File: src/rtl/game_pkg.sv
// Shared types and constants for the cat-and-dog game turn logic.
package game_pkg;

  typedef enum logic [3:0] {
    IDLE,
    WAIT_READY,
    LOCAL_AIM,
    LOCAL_CHARGE,
    LOCAL_THROW,
    LOCAL_FLIGHT,
    REMOTE_WAIT,
    REMOTE_FLIGHT,
    GAME_OVER
  } turn_state_t;

  localparam int POWER_W = 5;
  localparam logic [POWER_W-1:0] POWER_MAX = 5'd31;

  typedef enum logic [1:0] {
    WIN_NONE = 2'b00,
    WIN_P1   = 2'b01,
    WIN_P2   = 2'b10
  } winner_t;

  // Four-LED bar: one more LED lights for every two steps of the coarse level.
  function automatic logic [3:0] charge_bar(input logic [2:0] level);
    logic [3:0] bar;
    case (level)
      3'd0:          bar = 4'b0000;
      3'd1, 3'd2:    bar = 4'b0001;
      3'd3, 3'd4:    bar = 4'b0011;
      3'd5, 3'd6:    bar = 4'b0111;
      default:       bar = 4'b1111;
    endcase
    return bar;
  endfunction

endpackage

File: src/rtl/link_sync.sv
// Two-flop synchronizer for signals arriving from the remote board.
module link_sync #(
  parameter int WIDTH = 1
) (
  input  logic             clk_i,
  input  logic             rst_i,
  input  logic [WIDTH-1:0] d_i,
  output logic [WIDTH-1:0] q_o
);

  logic [WIDTH-1:0] meta_q;
  logic [WIDTH-1:0] sync_q;

  always_ff @(posedge clk_i) begin
    if (rst_i) begin
      meta_q <= '0;
      sync_q <= '0;
    end else begin
      meta_q <= d_i;
      sync_q <= meta_q;
    end
  end

  assign q_o = sync_q;

endmodule

File: src/rtl/turn_ctl.sv
// Game-turn sequencer: link handshake, turn alternation, power charging
// and throw launch for one board of the two-board throwing game.
module turn_ctl
  import game_pkg::*;
#(
  parameter int CHARGE_DIV = 1_200_000,
  parameter int FLAG_HOLD  = 64,
  parameter int WIN_HITS   = 4
) (
  input  logic               clk60MHz,
  input  logic               rst,
  input  logic               player1_choose,
  input  logic               player2_choose,
  input  logic               mouse_left,
  input  logic               in_player1_ready,
  input  logic               in_player2_ready,
  input  logic [POWER_W-1:0] in_power,
  input  logic               in_throw_flag,
  input  logic               throw_done,
  input  logic               throw_hit,
  output logic               out_player1_ready,
  output logic               out_player2_ready,
  output logic [POWER_W-1:0] out_power,
  output logic               out_throw_flag,
  output logic               player1_led,
  output logic               player2_led,
  output logic [3:0]         ledy,
  output logic               turn,
  output logic               throw_start,
  output logic [POWER_W-1:0] throw_power,
  output logic [1:0]         winner
);

  localparam int DIV_W  = (CHARGE_DIV > 1) ? $clog2(CHARGE_DIV) : 1;
  localparam int HOLD_W = (FLAG_HOLD > 1) ? $clog2(FLAG_HOLD) : 1;
  localparam logic [DIV_W-1:0]  DIV_LAST  = DIV_W'(CHARGE_DIV - 1);
  localparam logic [HOLD_W-1:0] HOLD_LAST = HOLD_W'(FLAG_HOLD - 1);
  localparam logic [2:0]        WIN_CNT   = 3'(WIN_HITS);

  logic [1:0]         readySync;
  logic [POWER_W-1:0] powerSync;
  logic               flagSync;

  link_sync #(.WIDTH(2)) u_ready_sync (
    .clk_i (clk60MHz),
    .rst_i (rst),
    .d_i   ({in_player2_ready, in_player1_ready}),
    .q_o   (readySync)
  );

  link_sync #(.WIDTH(POWER_W)) u_power_sync (
    .clk_i (clk60MHz),
    .rst_i (rst),
    .d_i   (in_power),
    .q_o   (powerSync)
  );

  link_sync #(.WIDTH(1)) u_flag_sync (
    .clk_i (clk60MHz),
    .rst_i (rst),
    .d_i   (in_throw_flag),
    .q_o   (flagSync)
  );

  turn_state_t        state_q;
  logic               myRole_q;
  logic               turn_q;
  logic               mousePrev_q;
  logic               flagPrev_q;
  logic [DIV_W-1:0]   divCnt_q, divCnt_d;
  logic [POWER_W-1:0] power_q, power_d;
  logic [POWER_W-1:0] outPower_q;
  logic [POWER_W-1:0] throwPower_q;
  logic [HOLD_W-1:0]  holdCnt_q;
  logic [2:0]         hitsP1_q, hitsP2_q;
  logic               outFlag_q;
  logic               throwStart_q;
  logic               p1Ready_q, p2Ready_q;
  logic               p1Led_q, p2Led_q;
  logic [3:0]         ledy_q;
  winner_t            winner_q;

  logic               mouseRise;
  logic               flagRise;
  logic               remoteReady;
  logic [2:0]         throwerHits;
  logic [2:0]         hitsInc;
  logic               winReached;
  turn_state_t        afterFlight;

  always_comb begin
    mouseRise   = mouse_left & ~mousePrev_q;
    flagRise    = flagSync & ~flagPrev_q;
    remoteReady = myRole_q ? readySync[0] : readySync[1];
    throwerHits = turn_q ? hitsP2_q : hitsP1_q;
    hitsInc     = (throwerHits == 3'd7) ? 3'd7 : throwerHits + 3'd1;
    winReached  = (hitsInc >= WIN_CNT);
    afterFlight = ((~turn_q) == myRole_q) ? LOCAL_AIM : REMOTE_WAIT;
  end

  // Charge prescaler: a fresh press restarts from zero, holding counts up and saturates.
  always_comb begin
    divCnt_d = divCnt_q;
    power_d  = power_q;
    if (state_q == LOCAL_AIM && mouseRise) begin
      divCnt_d = '0;
      power_d  = '0;
    end else if (state_q == LOCAL_CHARGE && mouse_left) begin
      if (divCnt_q == DIV_LAST) begin
        divCnt_d = '0;
        if (power_q != POWER_MAX) begin
          power_d = power_q + POWER_W'(1);
        end
      end else begin
        divCnt_d = divCnt_q + DIV_W'(1);
      end
    end
  end

  always_ff @(posedge clk60MHz) begin
    if (rst) begin
      state_q      <= IDLE;
      myRole_q     <= 1'b0;
      turn_q       <= 1'b0;
      mousePrev_q  <= 1'b0;
      flagPrev_q   <= 1'b0;
      divCnt_q     <= '0;
      power_q      <= '0;
      outPower_q   <= '0;
      throwPower_q <= '0;
      holdCnt_q    <= '0;
      hitsP1_q     <= '0;
      hitsP2_q     <= '0;
      outFlag_q    <= 1'b0;
      throwStart_q <= 1'b0;
      p1Ready_q    <= 1'b0;
      p2Ready_q    <= 1'b0;
      p1Led_q      <= 1'b0;
      p2Led_q      <= 1'b0;
      ledy_q       <= '0;
      winner_q     <= WIN_NONE;
    end else begin
      mousePrev_q  <= mouse_left;
      flagPrev_q   <= flagSync;
      divCnt_q     <= divCnt_d;
      power_q      <= power_d;
      ledy_q       <= charge_bar(power_q[POWER_W-1:2]);
      throwStart_q <= 1'b0;

      unique case (state_q)
        IDLE: begin
          if (player1_choose ^ player2_choose) begin
            myRole_q  <= player2_choose;
            p1Ready_q <= player1_choose;
            p2Ready_q <= player2_choose;
            p1Led_q   <= player1_choose;
            p2Led_q   <= player2_choose;
            state_q   <= WAIT_READY;
          end
        end

        WAIT_READY: begin
          if (remoteReady) begin
            turn_q  <= 1'b0;
            state_q <= myRole_q ? REMOTE_WAIT : LOCAL_AIM;
          end
        end

        LOCAL_AIM: begin
          if (mouseRise) begin
            state_q <= LOCAL_CHARGE;
          end
        end

        LOCAL_CHARGE: begin
          if (!mouse_left) begin
            outPower_q <= power_q;
            holdCnt_q  <= '0;
            state_q    <= LOCAL_THROW;
          end
        end

        // out_power settles one cycle before the flag so the remote sample is stable.
        LOCAL_THROW: begin
          if (!outFlag_q) begin
            outFlag_q    <= 1'b1;
            throwStart_q <= 1'b1;
            throwPower_q <= outPower_q;
            holdCnt_q    <= '0;
          end else if (holdCnt_q == HOLD_LAST) begin
            outFlag_q <= 1'b0;
            state_q   <= LOCAL_FLIGHT;
          end else begin
            holdCnt_q <= holdCnt_q + HOLD_W'(1);
          end
        end

        REMOTE_WAIT: begin
          if (flagRise) begin
            throwPower_q <= powerSync;
            throwStart_q <= 1'b1;
            state_q      <= REMOTE_FLIGHT;
          end
        end

        LOCAL_FLIGHT, REMOTE_FLIGHT: begin
          if (throw_done) begin
            if (throw_hit) begin
              if (turn_q) hitsP2_q <= hitsInc;
              else        hitsP1_q <= hitsInc;
            end
            if (throw_hit && winReached) begin
              winner_q <= turn_q ? WIN_P2 : WIN_P1;
              state_q  <= GAME_OVER;
            end else begin
              turn_q  <= ~turn_q;
              state_q <= afterFlight;
            end
          end
        end

        GAME_OVER: begin
          state_q <= GAME_OVER;
        end

        default: begin
          state_q <= IDLE;
        end
      endcase
    end
  end

  assign out_player1_ready = p1Ready_q;
  assign out_player2_ready = p2Ready_q;
  assign out_power         = outPower_q;
  assign out_throw_flag    = outFlag_q;
  assign player1_led       = p1Led_q;
  assign player2_led       = p2Led_q;
  assign ledy              = ledy_q;
  assign turn              = turn_q;
  assign throw_start       = throwStart_q;
  assign throw_power       = throwPower_q;
  assign winner            = winner_q;

endmodule

File: config.mk
export PLATFORM = sky130hd
export DESIGN_NAME = turn_ctl
export DESIGN_NICKNAME = d
export VERILOG_FILES = /design/src/rtl/game_pkg.sv /design/src/rtl/link_sync.sv /design/src/rtl/turn_ctl.sv
export SDC_FILE = /design/constraint.sdc
export NUM_CORES = 1
export LEC_CHECK = 0
export CORE_ASPECT_RATIO = 0.7
export CORE_MARGIN = 1.5
export CORE_UTILIZATION = 56
export CTS_CLUSTER_DIAMETER = 120
export CTS_CLUSTER_SIZE = 25
export DETAILED_ROUTE_END_ITERATION = 6
export GPL_ROUTABILITY_DRIVEN = 0
export PLACE_DENSITY = 0.79
export SLEW_MARGIN = 20
export SYNTH_ARGS = -nofsm -noshare
export SYNTH_HDL_FRONTEND = slang
export SYNTH_HIERARCHICAL = 1
export SYNTH_SLANG_ARGS = --single-unit
File: constraint.sdc
create_clock -name clk60MHz -period 3 [get_ports clk60MHz]
set_input_delay 0.45 -clock clk60MHz [delete_from_list [all_inputs] [get_ports clk60MHz]]
set_output_delay 0.45 -clock clk60MHz [all_outputs]
set_load 0.05 [all_outputs]
==> reports/qor.yml, run 1 <==
postRouteAntennaNets: 0
clock_tree_from_tritoncts: "built"
pwr-share-clk_pct: 32.7
final_cell_count_no_fill: 532
worstReg2RegStart: "turn$_SDFFE_PP0P_"
areaGrowthSynthToFinish_pct: 15.9
worst-path-max-fanout: 15
cts_resized: 0
path_cells: "clkdlybuf4s50_1"
r2r_end: "turn$_SDFFE_PP0P_"
cts-buffers-inserted: 9
die_area_um2: 7170
endpoint_kind: "primary output"
critical_path.top_delay_family: "buffers and inverters"
critPathRequiredTime_ns: 2.55
core_area_um2: 6340
postSynth.topFlopCell: "dfxtp_1"
h-tree-depth: 3
dieWidth_um: 101
post_drt_wl_per_cell_um: 14.7
route.detailed.drc: 0
post-route-period-util_pct: 78.7
clk_latency_ns: 0.34
tightestPinTransition_ns: 0.696
timing.final.hold_violations: 0
grt_use_met2_pct: 34.4
leakage_nw: 1.52
report.power.total_mw: 2.55
cp_data_arrival_time_ns: 1.91
via_count: 3133
io_pins: 38
max-vdd-ir-drop_v: 0.000359
final_slew_viol_count: 0
final.min_clock_period_ns: 2.36
hold_start: "u_ready_sync/meta_q[1]$_SDFF_PP0_"
maxSlewHeadroom_pct: 53.2
met3_usage_in_global_routing_pct: 5.95
hold_depth: 1
syn-num-nets: 428
drt_iter0_drc: 183
setup.worst_path.start_class: "flip-flop"
grt_pass1_vias: 2770
net_switching_fraction_of_the_power_pct: 30.7
dp.final_hpwl_mm: 5.41
timing.setup.critical_path_class: "reg -> out"
holdCritPathClass: "reg -> reg"
timing.final.setup_violations: 0
totalNegativeSetupSlack_ns: 0
post_cts_setup_buffer_count: 0
initial_core_util_pct: 58.9
number_of_synthesized_flops_with_an_enable_pin: 0
n_antenna_cell: 0
cts_max_path_buffers: 2
top_usage_layer: "met2"
worst_hold_path.endpoint: "u_ready_sync/q_o[1]$_SDFF_PP0_"
die_height_um: 71.3
fraction_of_the_yosys_area_taken_by_sequential_cells_pct: 43.4
drv.max_cap_violation_count: 0
synth_seq_cells: 81
clock_skews_ns: 0.00461
gr-usage-met1_pct: 33.7
root_buf_cell: "clkbuf_8"
grt.total_usage_pct: 23.0
reg2regPathDepth: 5
row_count: 24
numClockSinks: 81
fillerInstances: 485
initial_antenna_violation_count: 0
share_of_total_power_in_combinational_logic_pct: 20.1
cts_hold_buf: 0
detail_route.wirelength_mm: 7.84
maxClockFrequency_ghz: 0.423
critical_path_slowest_stage_cell: "clkdlybuf4s50_1"
cpPeakStageDelay_ns: 0.90
fraction_of_registers_with_async_set_reset_pct: 0
vias_cell: 5.89
power_switching_uw: 785
outcome: "finished, final reports clean"
grt.overflow.total: 0
grt_pass1_wl_mm: 13.2
pwr_density_cell_nw_per_um2: 590
cell_internal_power_mw: 1.77
drive_above_1_share_pct: 10.2
portBuffers: 37
ff_to_ff_setup_slack_ns: 0.67
synth-warning-count: 6
post_synth.cell_area_avg_um2: 9.15
postSynthCellCount: 408
drt-pass1-iter-count: 5
clk_transition_reported_paths_ns: 0.08
place.detailed.instances: 516
synth.cell_area_um2: 3730
nNetsFinal: 456
post_synth_num_cell_types: 59
largest_net_degree_at_the_start_of_global_routing: 36
setup_repair_after_global_routing_missed_its_margin: "false"
critical_path_buf_inv_count: 1
seqPwrFrac_pct: 47.3
-- cell families (layout without fill, tap and decap cells) --
logic type	Yosys count	after routing	synth area share (%)
simple gates	179	179	28.5
mux	16	16	4.42
compound gates	83	83	14.6
xor+xnor	11	11	2.58
buf+inv	33	66	4.83
fa+ha+maj	5	5	1.68
flops	81	81	43.4
-- synth_stat cells, types with 6 or more instances --
cell	count	share of area [%]
dfxtp_1	81	43
nor2_1	32	3.2
a21oi_1	30	4.0
nand2_1	27	2.7
nor2b_1	24	4.0
nand3_1	19	2.5
nand2b_1	13	2.2
mux2i_1	12	3.2
o21ai_0	10	1.3
buf_2	9	1.2
o31ai_1	9	1.8
buf_4	8	1.6
nor3_1	8	1.1
xor2_1	8	1.9
and3_1	7	1.2
clkbuf_1	7	0.70
nand4_1	7	1.2
a211oi_1	6	1.2
and4_1	6	1.4
inv_1	6	0.60
-- layer usage --
metal | vias to the layer above | routed length (um)
li1 | 1539 | -
met1 | 1471 | 3870
met2 | 115 | 3420
met3 | 8 | 489
met4 | 0 | 61
met5 | - | 0
-- cell usage in the layout, fill, tap and decap left out, drive strengths merged, types with 7 or more instances in the layout --
| cell type | count |
|---|---|
| nand4 | 10 |
| a21oi | 34 |
| buf | 8 |
| nand3 | 20 |
| o31ai | 9 |
| nand2 | 29 |
| nand2b | 13 |
| dfxtp | 81 |
| xor2 | 8 |
| o21ai | 10 |
| clkdlybuf4s50 | 36 |
| nor3 | 8 |
| clkbuf | 11 |
| nor2b | 24 |
| mux2i | 12 |
| and3 | 7 |
| nor2 | 32 |
| or4 | 8 |
-- flip-flops by register name (all words and copies together), names as in the netlist, 2 cells and up --
name / count
divCnt_q: 21
hitsP1_q: 3
hitsP2_q: 3
holdCnt_q: 6
ledy: 4
out_power: 5
power_q: 5
state_q: 4
throw_power: 5
u_power_sync/meta_q: 5
u_power_sync/q_o: 5
u_ready_sync/meta_q: 2
u_ready_sync/q_o: 2
winner: 2
-- worst max path at each step --
stage / from / to / slack [ns] / cells past startpoint
final: turn$_SDFFE_PP0P_ / turn / 0.64 / 1
after floorplan: turn$_SDFFE_PP0P_ / turn$_SDFFE_PP0P_ / 0.59 / 6
after global routing: turn$_SDFFE_PP0P_ / state_q[2]$_SDFFE_PP0P_ / 0.51 / 5
after CTS: turn$_SDFFE_PP0P_ / turn / 0.63 / 1
after global placement: mouse_left / divCnt_q[20]$_SDFFE_PP0P_ / 0.58 / 5
after detailed placement: mouse_left / divCnt_q[18]$_SDFFE_PP0P_ / 0.51 / 5
-- power by group through the flow --
stage | clock network, mW | registers, mW | logic, mW
after floorplan | 0 | 1.26 | 0.354
after global placement | 0 | 1.23 | 0.499
after detailed placement | 0 | 1.23 | 0.508
after CTS | 0.850 | 1.20 | 0.511
after global routing | 0.892 | 1.22 | 0.557
final | 0.834 | 1.21 | 0.512
-- metrics by stage --
stage	util, %	worst slack (ns)	cell area (um2)	hold slack [ns]
CTS	68.3	0.626	4330	0.440
detailed placement	64.9	0.508	4110	0.420
floorplan	-	0.589	3730	0.414
finish	68.3	0.638	4330	0.439
global route	68.3	0.510	4330	0.464
global placement	64.9	0.581	4110	0.415
-- area by class of cell --
type | instances | area [um2] | area share, %
multi-input combinational | 294 | 1940 | 44.8
clock buffer | 11 | 151 | 3.50
sequential | 81 | 1620 | 37.5
timing repair buffer | 44 | 418 | 9.66
tap | 91 | 114 | 2.63
inverter | 6 | 22.5 | 0.520
clock inverter | 5 | 63.8 | 1.47
(Power assumes the default switching activity.)
==> inputs of run 2 (changes only) <==
--- a/config.mk
+++ b/config.mk
@@ -7,12 +7,12 @@
 export LEC_CHECK = 0
 export CORE_ASPECT_RATIO = 0.7
 export CORE_MARGIN = 1.5
-export CORE_UTILIZATION = 56
+export CORE_UTILIZATION = 51
 export CTS_CLUSTER_DIAMETER = 120
 export CTS_CLUSTER_SIZE = 25
 export DETAILED_ROUTE_END_ITERATION = 6
 export GPL_ROUTABILITY_DRIVEN = 0
-export PLACE_DENSITY = 0.79
+export PLACE_DENSITY = 0.76
 export SLEW_MARGIN = 20
 export SYNTH_ARGS = -nofsm -noshare
 export SYNTH_HDL_FRONTEND = slang
==> constraint.sdc (replaced) <==
create_clock -name clk60MHz -period 2.07 [get_ports clk60MHz]
set_input_delay 0.3105 -clock clk60MHz [delete_from_list [all_inputs] [get_ports clk60MHz]]
set_output_delay 0.3105 -clock clk60MHz [all_outputs]
set_load 0.05 [all_outputs]
==> run 2 against run 1 <==
- clock power rose by 67%
- first-iteration DRC count decreased by 9.3%
- sequential power grew 41%
- critical path type unchanged
==> reports/qor.yml, run 2 (synthesis results as in run 1) <==
outcome: "finished, final reports clean"
via_count: 3124
final_core_utilization_pct: 65.3
grt.overflow.total: 0
critical_path.top_delay_family: "buffers and inverters"
power_switching_mw: 1.17
numClockSinks: 81
path_cells: "clkdlybuf4s50_1"
drive_above_1_share_pct: 14.1
max-vdd-ir-drop_v: 0.000724
endpoint_kind: "primary output"
final.min_clock_period_ns: 1.97
largest_net_degree_at_the_start_of_global_routing: 31
reg.largest.list: "divCnt_q: 21 flops, holdCnt_q: 6 flops"
nNetsFinal: 476
post-route-period-util_pct: 95.1
die_height_um: 74.6
n_antenna_cell: 0
totalNegativeSetupSlack_ns: 0
holdCritPathClass: "in -> reg"
critical_path_slowest_stage_cell: "clkdlybuf4s50_1"
placed_cell_area_um2: 4270
maxSlewHeadroom_pct: 60.9
postRouteAntennaNets: 0
clock_tree_from_tritoncts: "built"
fillerInstances: 577
hold_start: "rst"
drt-pass1-iter-count: 5
final_critical_path_setup_slack_ns: 0.101
detail_route.wirelength_mm: 8.20
final_slew_viol_count: 0
cell_internal_power_mw: 2.83
timing.setup.critical_path_class: "reg -> out"
share_of_total_power_in_combinational_logic_pct: 22.5
grt_pass1_wl_mm: 13.5
areaGrowthSynthToFinish_pct: 20.9
pwr-share-clk_pct: 34.8
core_area_um2: 6910
cts_max_path_buffers: 2
post_cts_setup_buffer_count: 0
critPathRequiredTime_ns: 1.76
initial_antenna_violation_count: 0
largest_reg_flops: 21
drt_iter0_drc: 166
final_area_um2: 4510
worstReg2RegStart: "divCnt_q[14]$_SDFFE_PP0P_"
layout.cells.most_common_list: "dfxtp_1, clkdlybuf4s50_1, nor2_1, a21oi_1"
die_area_um2: 7850
max_flop_register: "divCnt_q"
setup.worst_path.start_class: "flip-flop"
critical_path_buf_inv_count: 1
maxClockFrequency_ghz: 0.508
h-tree-depth: 3
clk_transition_reported_paths_ns: 0.08
timing.final.hold_violations: 0
cp_data_arrival_time_ns: 1.66
dieWidth_um: 105
timing.final.setup_violations: 0
post_drt_wl_per_cell_um: 14.8
grt.total_usage_pct: 21.8
cpPeakStageDelay_ns: 0.85
leakage_nw: 1.67
dp.final_hpwl_mm: 5.96
tightestPinTransition_ns: 0.578
drv.max_cap_violation_count: 0
layout.cells.most_common: "dfxtp_1"
clock_skews_ns: 0.00557
net_switching_fraction_of_the_power_pct: 29.3
cts_hold_buf: 0
route.detailed.drc: 0
report.power.total_mw: 4.00
vias_cell: 5.63
clk_latency_ns: 0.35
grt_pass1_vias: 2764
worst-path-max-fanout: 6
seqPwrFrac_pct: 42.7
root_buf_cell: "clkbuf_8"
initial_core_util_pct: 54.0
pwr_density_cell_nw_per_um2: 887
io_pins: 38
portBuffers: 37
cts-buffers-inserted: 9
setup.worst_path.start: "out_throw_flag$_SDFFE_PP0N_"
setup_repair_after_global_routing_missed_its_margin: "false"
row_count: 25
dpl_worst_slack_ns: 0.0592
-- run 2: area by class of cell --
class | instances | area [um2] | area share, %
inverters | 6 | 22.5 | 0.499
multi-input cells | 294 | 1940 | 42.9
clock buffers | 10 | 128 | 2.83
flip-flops and latches | 81 | 1620 | 35.9
well taps | 94 | 118 | 2.61
clock inverters | 6 | 115 | 2.55
repair buffers | 64 | 572 | 12.7
-- run 2: what timing repair did --
item / CTS / global route
pin swaps: 0 / 0
endpoints found under the setup margin: 1 / 2
resized for setup: 1 / 2
-- run 2: power groups by stage --
stage                     combinational, mW  sequential (mW)  clock [mW]
after detailed placement              0.896             1.74           0
after CTS                             0.899             1.71        1.41
final                                 0.901             1.71        1.39
after global routing                  0.974             1.72        1.48
after global placement                0.867             1.74           0
after floorplan                       0.513             1.83           0
-- run 2: worst paths after layout --
kind	cells past startpoint	slack [ns]	to
setup / recovery	1	0.10	out_throw_flag
hold / removal	2	0.35	winner[1]$_SDFFE_PP0P_
setup reg to reg	5	0.19	divCnt_q[3]$_SDFFE_PP0P_
hold reg to reg	1	0.44	u_ready_sync/q_o[0]$_SDFF_PP0_
-- run 2: layer usage --
metal  part of all wire (%)  track usage, %  vias to the layer above
met2                     42            32.0                       74
met1                     51            32.1                     1471
met4                   0.77            6.39                        0
li1                       -               -                     1573
met3                    5.8            5.00                        6
met5                      0               0                        -
-- run 2: metrics by stage --
| stage | instances | hold slack [ns] |
|---|---|---|
| 2_1_floorplan | 408 | 0.382 |
| 5_1_grt | 555 | 0.357 |
| 3_3_place_gp | 539 | 0.416 |
| 4_1_cts | 555 | 0.347 |
| 6_report | 555 | 0.354 |
| 3_5_place_dp | 539 | 0.427 |
